==> src/rtl/gb_cpu_interrupt_ctrl.sv <==
// Game Boy CPU interrupt controller: IF/IE registers, IME state machine,
// dispatch vector latch and HALT wake logic.
module gb_cpu_interrupt_ctrl (
    input  logic       clk,
    input  logic       reset,
    input  logic [4:0] int_req,
    input  logic [7:0] data_i,
    input  logic       if_wr,
    input  logic       ie_wr,
    input  logic       enable_interrupts,
    input  logic       disable_interrupts,
    input  logic       reti_enable,
    input  logic       last_m_cycle,
    input  logic       write_interrupt_vector,
    input  logic       clear_interrupt_flag,
    input  logic       halt_req,
    output logic [7:0] if_o,
    output logic [7:0] ie_o,
    output logic       interrupt_queued,
    output logic [7:0] int_vector,
    output logic       ime_o,
    output logic       halted
);

    typedef enum logic [1:0] {
        IME_OFF      = 2'd0,
        IME_ARMED    = 2'd1,
        IME_ON       = 2'd2,
        IME_DISPATCH = 2'd3
    } ime_state_e;

    function automatic logic [2:0] lowest_idx(input logic [4:0] p);
        logic [2:0] idx;
        casez (p)
            5'b????1: idx = 3'd0;
            5'b???10: idx = 3'd1;
            5'b??100: idx = 3'd2;
            5'b?1000: idx = 3'd3;
            5'b10000: idx = 3'd4;
            default:  idx = 3'd0;
        endcase
        return idx;
    endfunction

    function automatic logic [7:0] vector_of(input logic [4:0] p);
        logic [7:0] vec;
        if (p == 5'd0) begin
            vec = 8'h00;
        end else begin
            vec = 8'h40 + {2'b00, lowest_idx(p), 3'b000};
        end
        return vec;
    endfunction

    ime_state_e state_q, state_d;
    logic [4:0] if_q, if_d;
    logic [7:0] ie_q, ie_d;
    logic [2:0] idx_q, idx_d;
    logic [7:0] vec_q, vec_d;
    logic       halted_q, halted_d;
    logic [4:0] pending_s;
    logic [4:0] clr_mask_s;

    assign pending_s  = if_q & ie_q[4:0];
    assign clr_mask_s = 5'b00001 << idx_q;

    // IME state register
    always_ff @(posedge clk or negedge reset) begin
        if (!reset) begin
            state_q <= IME_OFF;
        end else begin
            state_q <= state_d;
        end
    end

    // IME next state; DI has the final word over EI, RETI and dispatch
    always_comb begin
        state_d = state_q;
        case (state_q)
            IME_OFF: begin
                if (enable_interrupts) state_d = IME_ARMED;
                else                   state_d = IME_OFF;
            end
            IME_ARMED: begin
                if (last_m_cycle) state_d = IME_ON;
                else              state_d = IME_ARMED;
            end
            IME_ON: begin
                state_d = IME_ON;
            end
            IME_DISPATCH: begin
                if (clear_interrupt_flag) state_d = IME_OFF;
                else                      state_d = IME_DISPATCH;
            end
            default: begin
                state_d = IME_OFF;
            end
        endcase
        if (reti_enable && (state_q != IME_DISPATCH)) begin
            state_d = IME_ON;
        end else begin
            state_d = state_d;
        end
        if (write_interrupt_vector) begin
            state_d = IME_DISPATCH;
        end else begin
            state_d = state_d;
        end
        if (disable_interrupts) begin
            state_d = IME_OFF;
        end else begin
            state_d = state_d;
        end
    end

    // IME-derived outputs
    always_comb begin
        ime_o            = 1'b0;
        interrupt_queued = 1'b0;
        if (state_q == IME_ON) begin
            ime_o            = 1'b1;
            interrupt_queued = |pending_s;
        end else begin
            ime_o            = 1'b0;
            interrupt_queued = 1'b0;
        end
    end

    // Register next values; a zero vector marks a cancelled dispatch so the ack is a no-op
    always_comb begin
        if_d     = if_q;
        ie_d     = ie_q;
        idx_d    = idx_q;
        vec_d    = vec_q;
        halted_d = halted_q;
        if (if_wr) if_d = data_i[4:0];
        else       if_d = if_q;
        if (clear_interrupt_flag && (vec_q != 8'h00)) if_d = if_d & ~clr_mask_s;
        else                                          if_d = if_d;
        if_d = if_d | int_req;
        if (ie_wr) ie_d = data_i;
        else       ie_d = ie_q;
        if (write_interrupt_vector) begin
            idx_d = lowest_idx(pending_s);
            vec_d = vector_of(pending_s);
        end else begin
            idx_d = idx_q;
            vec_d = vec_q;
        end
        if (halted_q) begin
            halted_d = ~(|pending_s);
        end else if (halt_req) begin
            halted_d = ~(|pending_s);
        end else begin
            halted_d = 1'b0;
        end
    end

    // Data registers
    always_ff @(posedge clk or negedge reset) begin
        if (!reset) begin
            if_q     <= 5'd0;
            ie_q     <= 8'h00;
            idx_q    <= 3'd0;
            vec_q    <= 8'h00;
            halted_q <= 1'b0;
        end else begin
            if_q     <= if_d;
            ie_q     <= ie_d;
            idx_q    <= idx_d;
            vec_q    <= vec_d;
            halted_q <= halted_d;
        end
    end

    assign if_o       = {3'b111, if_q};
    assign ie_o       = ie_q;
    assign int_vector = vec_q;
    assign halted     = halted_q;

endmodule

==> config.mk <==
export PLATFORM = sky130hd
export DESIGN_NAME = gb_cpu_interrupt_ctrl
export DESIGN_NICKNAME = d
export VERILOG_FILES = /design/src/rtl/gb_cpu_interrupt_ctrl.sv
export SDC_FILE = /design/constraint.sdc
export NUM_CORES = 1
export LEC_CHECK = 0
export ABC_AREA = 1
export CAP_MARGIN = 10
export CORE_ASPECT_RATIO = 0.7
export CORE_MARGIN = 4
export CORE_UTILIZATION = 40
export DETAILED_ROUTE_END_ITERATION = 8
export PLACE_DENSITY = 0.77
export REMOVE_ABC_BUFFERS = 1
export SYNTH_ARGS = -nofsm -noshare
export SYNTH_HDL_FRONTEND = slang
export SYNTH_SLANG_ARGS = --single-unit
==> constraint.sdc <==
create_clock -name clk -period 1.1 [get_ports clk]
set_input_delay 0.11 -clock clk [delete_from_list [all_inputs] [get_ports clk]]
set_output_delay 0.11 -clock clk [all_outputs]
set_load 0.05 [all_outputs]
==> summary.txt <==
Floorplanning
  • Initial Util: between 40 and 50%
  • Num rows: 15
  • Die ar.: between 0.003 and 0.004 mm²
  • Core footprint: roughly 0.0026 mm²
  • DIE HEIGHT: roughly 53 µm
  • IO Pins: 51
  • Die X: a little over 70 µm

Clocking
  • Hold-fix buffers, CTS: 0
  • H-tree levels: 1
  • TritonCTS buffer count: 3
  • Clock buffer depth: 2
  • Clk_lat worst skew: about 260 ps
  • CTS tree: built
  • CTS sink cnt: 22
  • Root Driver: clkbuf_8
  • Reg clk slew, reported paths: around 70 ps

Logic synthesis
  • Post-synthesis sequential area ratio: between 40 and 50%
  • Syn Area/Cell: between 8 and 9 µm²
  • Gate Count Post-Synth: around 140
  • Post-synthesis register bit count: 22
  • Yosys cell types: 18
  • Netlist Area Pre-Place: about 0.0012 mm²
  • Yosys Warn Count: 0

Cells and area
  • Ant. Diodes: 0
  • Fill cell total of the finished layout: around 170
  • Area Growth Syn to Fin: 75.57%
  • Final core utilization: between 70 and 80%
  • Nets@finish: ~230
  • Share of cells above drive strength 1: about a third
  • Commonest non-fill, non-tap cell in the layout: nand2_1
  • Most frequent cells in the layout: 38 x nand2_1, 23 x clkdlybuf4s50_1, 22 x buf_12

Setup path
  • CP max FO: 3
  • WP data arrival: about 1200 ps
  • CP Class: flip-flop to primary output
  • Crit path cell chain: nand2_1 > nand2_2 > nor2_4 > a21boi_2 > buf_12
  • Crit path max-delay cell type: dfrtp_1
  • Startpoint Class: flip-flop
  • Crit-path max cell delay: ~400 ps
  • Worst Path Required: a little under 1000 ps
  • Crit. End Element: primary output

Timing
  • Hold slack: 191.7 ps
  • Unrepaired setup endpoints after global routing: yes
  • Max Transition Viols Final: 0
  • Final setup TNS: -312.9 ps
  • Fin. Hold Viols: 0
  • Fmax: roughly 0.75 GHz
  • Post-route clock period utilization: 120.6%
  • Final WS setup: -226.3 ps
  • Post-layout min period: 1326 ps
  • Finish-stage setup viols: 3
  • Clock skew: 5.867 ps

Global routing
  • Largest net degree at the start of global routing: 23
  • Global-route wire length before repair: 5244 µm
  • Tot GR Track Use: a little under a fifth
  • Global route overflow: 0
  • Vias in the first global route: 1132
  • Initial antenna violation count: 0

Drt
  • Drt pass-1 iters: 4
  • Detail Route Antenna Nets: 0
  • DR vias/cell: about 4.7
  • Starting DRT DRC Count: 162
  • DR vias: 1104
  • Routed WL per cell: approximately 14 µm
  • DRT Wirelength: between 3000 and 4000 µm
  • DRC violations left: 0

Pwr
  • Lkg Pwr: around 1.0 nW
  • Clock Power Share: around 18%
  • Max VDD drop: approximately 880 µV
  • Power share of the combinational group: 45.5%
  • Power density over the cells: 1317 mW/mm²
  • Sequential group share of total power: between 30 and 40%
  • Switching share of power: a little over a third
  • Pint: 1.717 mW
  • Net Sw Power: about 0.95 mW

Run
  • Max_cap viols: 0

Outcome
  • Failing checks: negative setup slack
  • Status: finished with violations

Placed design
  • Dpl ws: -110.3 ps
  • DP HPWL: around 2500 µm
  • PortBufs: 43
  • Final GP Congestion: 0.7984

Hold path
  • Hold/Removal Path Class: primary input to asynchronous set/reset pin
==> worst max-delay path, delay by kind of cell, from the launching register on <==
| kind | cells | cell delay [ps] |
|---|---|---|
| AO/OA/AOI/OAI | 1 | 90 |
| AND/OR/NAND/NOR | 3 | 330 |
| buffers and inverters | 1 | 150 |
| flip-flops | 1 | 390 |
==> timing repair <==
item / 4_1_cts / 5_1_grt
pin swaps: 4 / 3
endpoints found under the setup margin: 3 / 6
buffers inserted: 4 / 1
gates resized for setup: 6 / 2
==> final timing paths <==
check | start | endpoint | slack [ps] | depth (start not counted)
worst min-delay path | reset | if_q[2]$_DFF_PN0_ | 190 | 2
worst max register to register | ie_o[2]$_DFFE_PN0P_ | int_vector[6]$_DFFE_PN0P_ | 30 | 6
max in group asynchronous | reset | int_vector[5]$_DFFE_PN0P_ | 670 | 2
worst min register to register | halted$_DFF_PN0_ | halted$_DFF_PN0_ | 570 | 2
worst max-delay path | ie_o[2]$_DFFE_PN0P_ | interrupt_queued | -230 | 5
min in group clk | int_req[1] | if_q[1]$_DFF_PN0_ | 370 | 3
==> routing by layer <==
layer | GRT usage, % | routed length (µm) | vias up
met5 | 0 | 0 | -
met3 | 4.934 | 291 | 4
met4 | 5.625 | 39 | 0
met1 | 22.20 | 1346 | 501
met2 | 32.02 | 1610 | 69
li1 | - | - | 530
==> area by class of cell <==
type                            count  area [µm²]  share of cell area (%)
Inverter                           14       52.55                   2.597
Multi-Input combinational cell     95       510.5                   25.23
Clock buffer                        3       41.29                   2.041
Tap cell                           34       42.54                   2.103
Sequential cell                    22       551.8                   27.27
Timing Repair Buffer               65       824.5                   40.75
==> metrics by stage <==
step                instance area [µm²]  std cells  total power, mW
finish                             2023        233            2.665
global route                       2023        233            2.788
CTS                                2008        232            2.659
detailed placement                 1918        225            2.145
global placement                   1918        225            2.112
floorplan                          1092        131            1.513
==> kinds of logic (layout without fill, tap and decap cells) <==
family,Yosys count,after routing,share of synthesized area (%)
AOI/OAI and AO/OA,10,10,4.777
buffers and inverters,24,82,11.40
DFF,22,22,47.77
muxes,8,8,10.42
other,2,7,0.6517
and+or+nand+nor,70,70,24.97
==> state kept, by name (all words and copies together), names as in the netlist <==
name,flops
ie_o,8
if_q,5
int_vector,4
idx_q,2
state_q,2
halted,1
==> Yosys cell counts <==
cell,n,area [µm²]
buf_6,1,11.26
nand3_1,6,30.03
nand2_2,3,18.77
nand2_1,40,150.1
a21boi_1,1,7.510
nand4_1,2,12.51
nor2_2,2,12.51
o21ai_1,5,25.02
nor2_1,17,63.81
a21oi_1,2,10.01
conb_1,2,7.510
buf_4,9,67.56
mux2_4,8,120.1
dfrtp_1,22,550.5
o21ai_0,1,5.000
inv_2,2,7.510
inv_1,12,45.04
a21o_1,1,7.510
==> power by group through the flow <==
stage / logic, mW / clock network [mW] / registers (mW)
CTS: 1.20 / 0.488 / 0.970
detailed placement: 1.15 / 0 / 0.990
global placement: 1.13 / 0 / 0.984
finish: 1.21 / 0.481 / 0.971
floorplan: 0.299 / 0 / 1.21
global route: 1.28 / 0.529 / 0.982
(Power assumes the default switching activity.)
